[src/rtl/seq_mult_pkg.sv]
// Shared definitions for the sequential shift-and-add multiplier.
//   state_t       : FSM state encoding (IDLE / CALC / DONE)
//   DEFAULT_WIDTH : default operand width
//   cnt_width()   : width of the iteration counter for a given operand width
package seq_mult_pkg;

    localparam int DEFAULT_WIDTH = 4;

    typedef enum logic [1:0] {
        ST_IDLE = 2'd0,
        ST_CALC = 2'd1,
        ST_DONE = 2'd2
    } state_t;

    // Counter must be able to represent 0..WIDTH.
    function automatic int cnt_width(input int w);
        return $clog2(w + 1);
    endfunction

endpackage

[src/rtl/seq_mult_ctrl_ripple_adder_n.sv]
// WIDTH-bit ripple-carry adder built from a chain of full_adder cells.
//   a, b  : addends (WIDTH bits)
//   c_in  : carry into bit 0
//   s     : sum (WIDTH bits)
//   c_out : carry out of the top bit

// Single-bit full adder cell.
//   a, b, c_in : inputs
//   s, c_out   : sum and carry out
module full_adder (
    input  logic a,
    input  logic b,
    input  logic c_in,
    output logic s,
    output logic c_out
);
    assign s     = a ^ b ^ c_in;
    assign c_out = (a & b) | (c_in & (a ^ b));
endmodule

module ripple_adder_n
    import seq_mult_pkg::*;
#(
    parameter int WIDTH = DEFAULT_WIDTH
) (
    input  logic [WIDTH-1:0] a,
    input  logic [WIDTH-1:0] b,
    input  logic             c_in,
    output logic [WIDTH-1:0] s,
    output logic             c_out
);
    // carry_s[i] is the carry into bit i; carry_s[WIDTH] leaves the adder.
    logic [WIDTH:0] carry_s;

    assign carry_s[0] = c_in;

    for (genvar i = 0; i < WIDTH; i++) begin : g_bit
        full_adder u_fa (
            .a     (a[i]),
            .b     (b[i]),
            .c_in  (carry_s[i]),
            .s     (s[i]),
            .c_out (carry_s[i+1])
        );
    end

    assign c_out = carry_s[WIDTH];
endmodule

[src/rtl/seq_mult_ctrl.sv]
// Sequential shift-and-add unsigned multiplier controller.
// One ripple adder is reused for WIDTH iterations to form a 2*WIDTH-bit
// product; the result is returned together with a one-cycle done pulse.
//   clock   : system clock, rising edge
//   reset   : asynchronous, active-high reset
//   start   : request, sampled only in IDLE
//   a, b    : multiplicand / multiplier, latched on an accepted start
//   busy    : high during CALC and DONE
//   done    : one-cycle pulse in the cycle the new product is visible
//   product : registered result, held until the next completion
module seq_mult_ctrl
    import seq_mult_pkg::*;
#(
    parameter int WIDTH = DEFAULT_WIDTH
) (
    input  logic               clock,
    input  logic               reset,
    input  logic               start,
    input  logic [WIDTH-1:0]   a,
    input  logic [WIDTH-1:0]   b,
    output logic               busy,
    output logic               done,
    output logic [2*WIDTH-1:0] product
);
    localparam int                CNT_W    = cnt_width(WIDTH);
    localparam logic [CNT_W-1:0] CNT_LAST = CNT_W'(WIDTH - 1);
    localparam logic [CNT_W-1:0] CNT_ONE  = CNT_W'(1);

    state_t               state_r;
    state_t               state_next_s;
    logic [WIDTH-1:0]     mcand_r;
    logic [WIDTH-1:0]     acc_hi_r;
    logic [WIDTH-1:0]     acc_lo_r;
    logic [CNT_W-1:0]     cnt_r;
    logic                 busy_r;
    logic                 done_r;
    logic [2*WIDTH-1:0]   product_r;
    logic                 busy_next_s;
    logic                 done_next_s;
    logic [WIDTH-1:0]     addend_s;
    logic [WIDTH-1:0]     sum_s;
    logic                 cout_s;
    logic [2*WIDTH-1:0]   acc_next_s;

    // The multiplier bit in acc_lo[0] decides whether mcand is added this step.
    assign addend_s = acc_lo_r[0] ? mcand_r : {WIDTH{1'b0}};

    ripple_adder_n #(.WIDTH(WIDTH)) u_adder (
        .a     (acc_hi_r),
        .b     (addend_s),
        .c_in  (1'b0),
        .s     (sum_s),
        .c_out (cout_s)
    );

    // The carry-out becomes the new top bit after the right shift; the
    // consumed multiplier bit falls off the bottom.
    assign acc_next_s = {cout_s, sum_s, acc_lo_r[WIDTH-1:1]};

    // State register.
    always_ff @(posedge clock or posedge reset) begin
        if (reset) begin
            state_r <= ST_IDLE;
        end else begin
            state_r <= state_next_s;
        end
    end

    // Next-state decode.
    always_comb begin
        state_next_s = ST_IDLE;
        case (state_r)
            ST_IDLE: begin
                if (start) begin
                    state_next_s = ST_CALC;
                end else begin
                    state_next_s = ST_IDLE;
                end
            end
            ST_CALC: begin
                if (cnt_r == CNT_LAST) begin
                    state_next_s = ST_DONE;
                end else begin
                    state_next_s = ST_CALC;
                end
            end
            ST_DONE: state_next_s = ST_IDLE;
            default: state_next_s = ST_IDLE;
        endcase
    end

    // Output decode from the upcoming state, so the registered flags line up
    // exactly with the state they describe.
    always_comb begin
        busy_next_s = 1'b0;
        done_next_s = 1'b0;
        case (state_next_s)
            ST_IDLE: begin
                busy_next_s = 1'b0;
                done_next_s = 1'b0;
            end
            ST_CALC: begin
                busy_next_s = 1'b1;
                done_next_s = 1'b0;
            end
            ST_DONE: begin
                busy_next_s = 1'b1;
                done_next_s = 1'b1;
            end
            default: begin
                busy_next_s = 1'b0;
                done_next_s = 1'b0;
            end
        endcase
    end

    // Output flag registers.
    always_ff @(posedge clock or posedge reset) begin
        if (reset) begin
            busy_r <= 1'b0;
            done_r <= 1'b0;
        end else begin
            busy_r <= busy_next_s;
            done_r <= done_next_s;
        end
    end

    // Operand latch, shift/accumulate datapath, iteration counter and product.
    always_ff @(posedge clock or posedge reset) begin
        if (reset) begin
            mcand_r   <= {WIDTH{1'b0}};
            acc_hi_r  <= {WIDTH{1'b0}};
            acc_lo_r  <= {WIDTH{1'b0}};
            cnt_r     <= {CNT_W{1'b0}};
            product_r <= {(2*WIDTH){1'b0}};
        end else begin
            case (state_r)
                ST_IDLE: begin
                    if (start) begin
                        mcand_r  <= a;
                        acc_lo_r <= b;
                        acc_hi_r <= {WIDTH{1'b0}};
                        cnt_r    <= {CNT_W{1'b0}};
                    end else begin
                        mcand_r  <= mcand_r;
                        acc_lo_r <= acc_lo_r;
                        acc_hi_r <= acc_hi_r;
                        cnt_r    <= cnt_r;
                    end
                end
                ST_CALC: begin
                    acc_hi_r <= acc_next_s[2*WIDTH-1:WIDTH];
                    acc_lo_r <= acc_next_s[WIDTH-1:0];
                    cnt_r    <= cnt_r + CNT_ONE;
                    // The final iteration's result goes straight to product
                    // on the edge that enters DONE.
                    if (cnt_r == CNT_LAST) begin
                        product_r <= acc_next_s;
                    end else begin
                        product_r <= product_r;
                    end
                end
                default: begin
                    mcand_r   <= mcand_r;
                    acc_hi_r  <= acc_hi_r;
                    acc_lo_r  <= acc_lo_r;
                    cnt_r     <= cnt_r;
                    product_r <= product_r;
                end
            endcase
        end
    end

    assign busy    = busy_r;
    assign done    = done_r;
    assign product = product_r;

endmodule

[config.mk]
export PLATFORM = sky130hd
export DESIGN_NAME = seq_mult_ctrl
export DESIGN_NICKNAME = d
export VERILOG_FILES = /design/src/rtl/seq_mult_pkg.sv /design/src/rtl/seq_mult_ctrl_ripple_adder_n.sv /design/src/rtl/seq_mult_ctrl.sv
export SDC_FILE = /design/constraint.sdc
export NUM_CORES = 1
export LEC_CHECK = 0
export ABC_AREA = 1
export CAP_MARGIN = 40
export CORE_MARGIN = 4
export CORE_UTILIZATION = 49
export CTS_BUF_LIST = sky130_fd_sc_hd__clkbuf_8
export DETAILED_ROUTE_END_ITERATION = 8
export PLACE_DENSITY = 0.78
export SETUP_SLACK_MARGIN = 0.1
export SLEW_MARGIN = 30
export SYNTH_ARGS = -nofsm -noshare
export SYNTH_HDL_FRONTEND = slang
export SYNTH_SLANG_ARGS = --single-unit
[constraint.sdc]
create_clock -name clock -period 2.2 [get_ports clock]
set_input_delay 0.33 -clock clock [delete_from_list [all_inputs] [get_ports clock]]
set_output_delay 0.33 -clock clock [all_outputs]
set_load 0.01 [all_outputs]
==> impl_results.rst <==
.. list-table::
   :header-rows: 1

   * - Metric
     - Value
   * - Synth Register Bits
     - 27
   * - Netlist area before placement
     - 1234 sq um
   * - Synth area leader
     - sky130_fd_sc_hd__dfrtp_1
   * - Count of cell instances traversed by the critical path
     - 8
   * - Arrival time at the worst endpoint
     - 2.17 ns
   * - Row Count
     - 17
   * - Critical path data required time
     - 2.36 ns
   * - Post-layout nets
     - 174
   * - Number of standard cells in the layout, taps in and fillers out
     - 183
   * - Reg2Reg Setup Slack
     - 0.19 ns
   * - CTS clk-pin slew, worst paths
     - 0.09 ns
   * - Post-route clock period utilization
     - 91.21%
   * - Initial core utilization
     - 53.70%
   * - Maximum clock frequency
     - 498.4 MHz
   * - Number of DRC violations after detailed-routing iteration 0
     - 19
   * - Unrepaired setup endpoints after global routing
     - yes
   * - Clock buffer count from CTS
     - 3
   * - Io pins
     - 21
   * - Buf+Inv Stages, Crit Path
     - 2
   * - Layout-stage area growth over the synthesis result
     - 22.92%
   * - Total negative slack for setup checks
     - 0 ns
   * - Top cell type's share of synthesized area
     - 54.77%
   * - Final setup violation count
     - 0
   * - Core Box Area
     - 2297 sq um
   * - Worst slew margin
     - 73.66%
   * - Placed cell count
     - 179
   * - Chip Width
     - 58.18 um
   * - Largest net degree at the start of global routing
     - 28
   * - Weighted congestion at the end of routability-driven global placement
     - 0.8606
   * - Post-Syn Nets
     - 150
   * - Instance area at placement
     - 1463 sq um
   * - Worst voltage drop across the vdd grid
     - 0.9008 mV
   * - Startpoint class of the critical path
     - flip-flop
   * - Final count of hold timing violations
     - 0
   * - Endpoint type of the worst setup path
     - flip-flop
   * - Post-synthesis cell type count
     - 16
   * - Worst Skew
     - 0.003582 ns
   * - Setup Crit Path Kind
     - reg -> reg
   * - Maximum single-stage delay on the critical path
     - 0.52 ns
   * - Post-DR wirelength/cell
     - 12.53 um
   * - Number of pins with negative max-slew slack in the final report
     - 0
   * - Clock latency reported for the late side of the worst-skew pair
     - 0.27 ns
   * - Die outline area
     - 3384 sq um
   * - Detail Placement HPWL
     - 1736 um
   * - DRC violation count after routing
     - 0
   * - CP Cell Sequence
     - nand2_1 -> inv_1 -> ha_1 -> inv_1 -> fa_2 -> fa_2 -> fa_1 -> o21ai_2
   * - Cells on worst reg2reg path
     - 8
   * - Root buffer cell
     - sky130_fd_sc_hd__clkbuf_8
   * - Per-instance average area after synthesis
     - 9.346 sq um
   * - Number of antenna violations at the first check in global routing
     - 0
   * - Share of final-layout standard cells stronger than drive strength 1
     - 12.26%
   * - Quantity of I/O buffers inserted on ports
     - 20
   * - Family with the most delay on the worst path
     - adder cells
   * - Share of the yosys chip area belonging to registers
     - 54.77%
   * - Grt total ovfl
     - 0
   * - Fillers
     - 182
   * - Total power density per cell area
     - 1276 nW/um^2
   * - Detail-routed via count per cell
     - 4.918
   * - Most area-consuming cells after synthesis
     - sky130_fd_sc_hd__dfrtp_1, sky130_fd_sc_hd__nand2_1, sky130_fd_sc_hd__nand3_1
   * - Final min period
     - 2.007 ns
   * - Hold Crit Class
     - in -> async
   * - Status
     - finished, final reports clean
   * - Post-Route WL
     - 2293 um
   * - Prevailing post-synth register cell
     - sky130_fd_sc_hd__dfrtp_1
   * - Maximum fanout along the worst path
     - 2
   * - First drt pass iteration count
     - 4
   * - TritonCTS clock tree
     - yes
   * - Final antenna diode count
     - 0
   * - Vertical die dimension
     - 58.18 um
   * - Total leakage power
     - 0.7486 nW
   * - Post-layout util
     - 66.01%
   * - Number of buffers inserted by post-CTS setup repair
     - 0
   * - Pwr Total
     - 1.934 mW
   * - Hold-fix buffers at CTS
     - 0
   * - Detailed-route via count
     - 900
   * - YS warnings
     - 0
   * - Vias in the first global route
     - 936
   * - Design area
     - 1516 sq um
   * - Post-route ant nets
     - 0
   * - FFs w/ async S/R, synth
     - 100.0%
   * - Slew at the pin with the worst max-slew slack
     - 0.3941 ns
   * - Most repeated cell in the gate-level netlist after synthesis
     - sky130_fd_sc_hd__nand2_1
   * - CTS sink count
     - 27
   * - Number of flops mapped to enable cells by yosys
     - 0
   * - Clock Tree Buf Depth
     - 2
   * - CP max stage cell
     - sky130_fd_sc_hd__fa_1
   * - First-pass GRT wire length
     - 3988 um
   * - Count of max-cap constraint violations
     - 0
   * - Tot GR Track Use
     - 15.63%
   * - H-Tree Depth
     - 1
   * - Commonest cells in the netlist
     - sky130_fd_sc_hd__nand2_1, sky130_fd_sc_hd__dfrtp_1, sky130_fd_sc_hd__nand3_1
   * - Number of instances in the synthesized netlist
     - 132
==> placed cells by master, fill, tap and decap left out <==
cell type,n
sky130_fd_sc_hd__a21oi_1,1
sky130_fd_sc_hd__buf_4,3
sky130_fd_sc_hd__clkbuf_8,3
sky130_fd_sc_hd__clkdlybuf4s50_1,20
sky130_fd_sc_hd__clkinvlp_4,1
sky130_fd_sc_hd__dfrtp_1,27
sky130_fd_sc_hd__fa_1,1
sky130_fd_sc_hd__fa_2,2
sky130_fd_sc_hd__ha_1,4
sky130_fd_sc_hd__inv_1,13
sky130_fd_sc_hd__inv_2,3
sky130_fd_sc_hd__nand2_1,45
sky130_fd_sc_hd__nand2_2,1
sky130_fd_sc_hd__nand3_1,15
sky130_fd_sc_hd__nor2_1,1
sky130_fd_sc_hd__nor2_4,1
sky130_fd_sc_hd__o21ai_0,7
sky130_fd_sc_hd__o21ai_1,2
sky130_fd_sc_hd__o21ai_2,5
==> worst min-delay path: cells and delay by family <==
family	cells	cell delay (ns)
buf+inv	3	0.76
==> sequential cells by signal, summed over array words and instances (netlist names) <==
signal	count
acc_hi_r	4
product	8
acc_lo_r	4
cnt_r	3
busy	1
mcand_r	4
state_r	2
done	1
==> power breakdown <==
part / internal (mW) / switching (mW) / total (mW)
logic: 0.361 / 0.474 / 0.835
registers: 0.692 / 0.123 / 0.815
clock network: 0.129 / 0.156 / 0.284
==> worst paths after layout <==
kind / end / start
worst min-delay path: product[4] / reset
worst min register to register: product[3] / product[3]
worst max register to register: product[6] / acc_lo_r[0]
max in group asynchronous: mcand_r[2] / reset
worst max-delay path: product[6] / acc_lo_r[0]
min in group clock: product[3] / product[3]
==> timing repair <==
action	CTS	global route
setup endpoints to repair	1	4
gates cloned	0	0
resized for setup	3	1
pin swaps	2	3
==> logic make-up (layout without fill, tap and decap cells) <==
kind of cell    count (synthesis)  in the layout  share of synthesized area, %
flops                          27             27                         54.77
fa+ha+maj                       7              7                         8.925
buf+inv                        20             43                         7.201
simple gates                   63             63                         21.50
compound gates                 15             15                         7.606
==> through the flow <==
| step | hold slack [ns] | worst slack, ns |
|---|---|---|
| after floorplan | 0.3827 | 0.1029 |
| after global placement | 0.4613 | 0.1325 |
| after detailed placement | 0.4645 | 0.07963 |
| after CTS | 0.4188 | 0.09326 |
| after global routing | 0.4571 | 0.08868 |
| final | 0.4080 | 0.1934 |
==> final cells by class <==
class                   instances  area (sq um)  share of cell area, %
inverters                      16         60.06                  3.960
well taps                      28         35.03                  2.310
clock buffers                   3         41.29                  2.723
repair buffers                 23         222.7                  14.69
clock inverters                 1         7.507                 0.4951
flip-flops and latches         27         675.6                  44.55
multi-input cells              85         474.2                  31.27
==> metal layers <==
layer | track usage (%) | share of wire (%) | vias up
met5 | 0 | 0 | -
met4 | 8.278 | 2.8 | 0
met3 | 2.673 | 4.3 | 7
met2 | 25.65 | 48 | 18
met1 | 19.68 | 45 | 412
li1 | - | - | 463
Note: power is estimated with default switching activity, not from simulation.
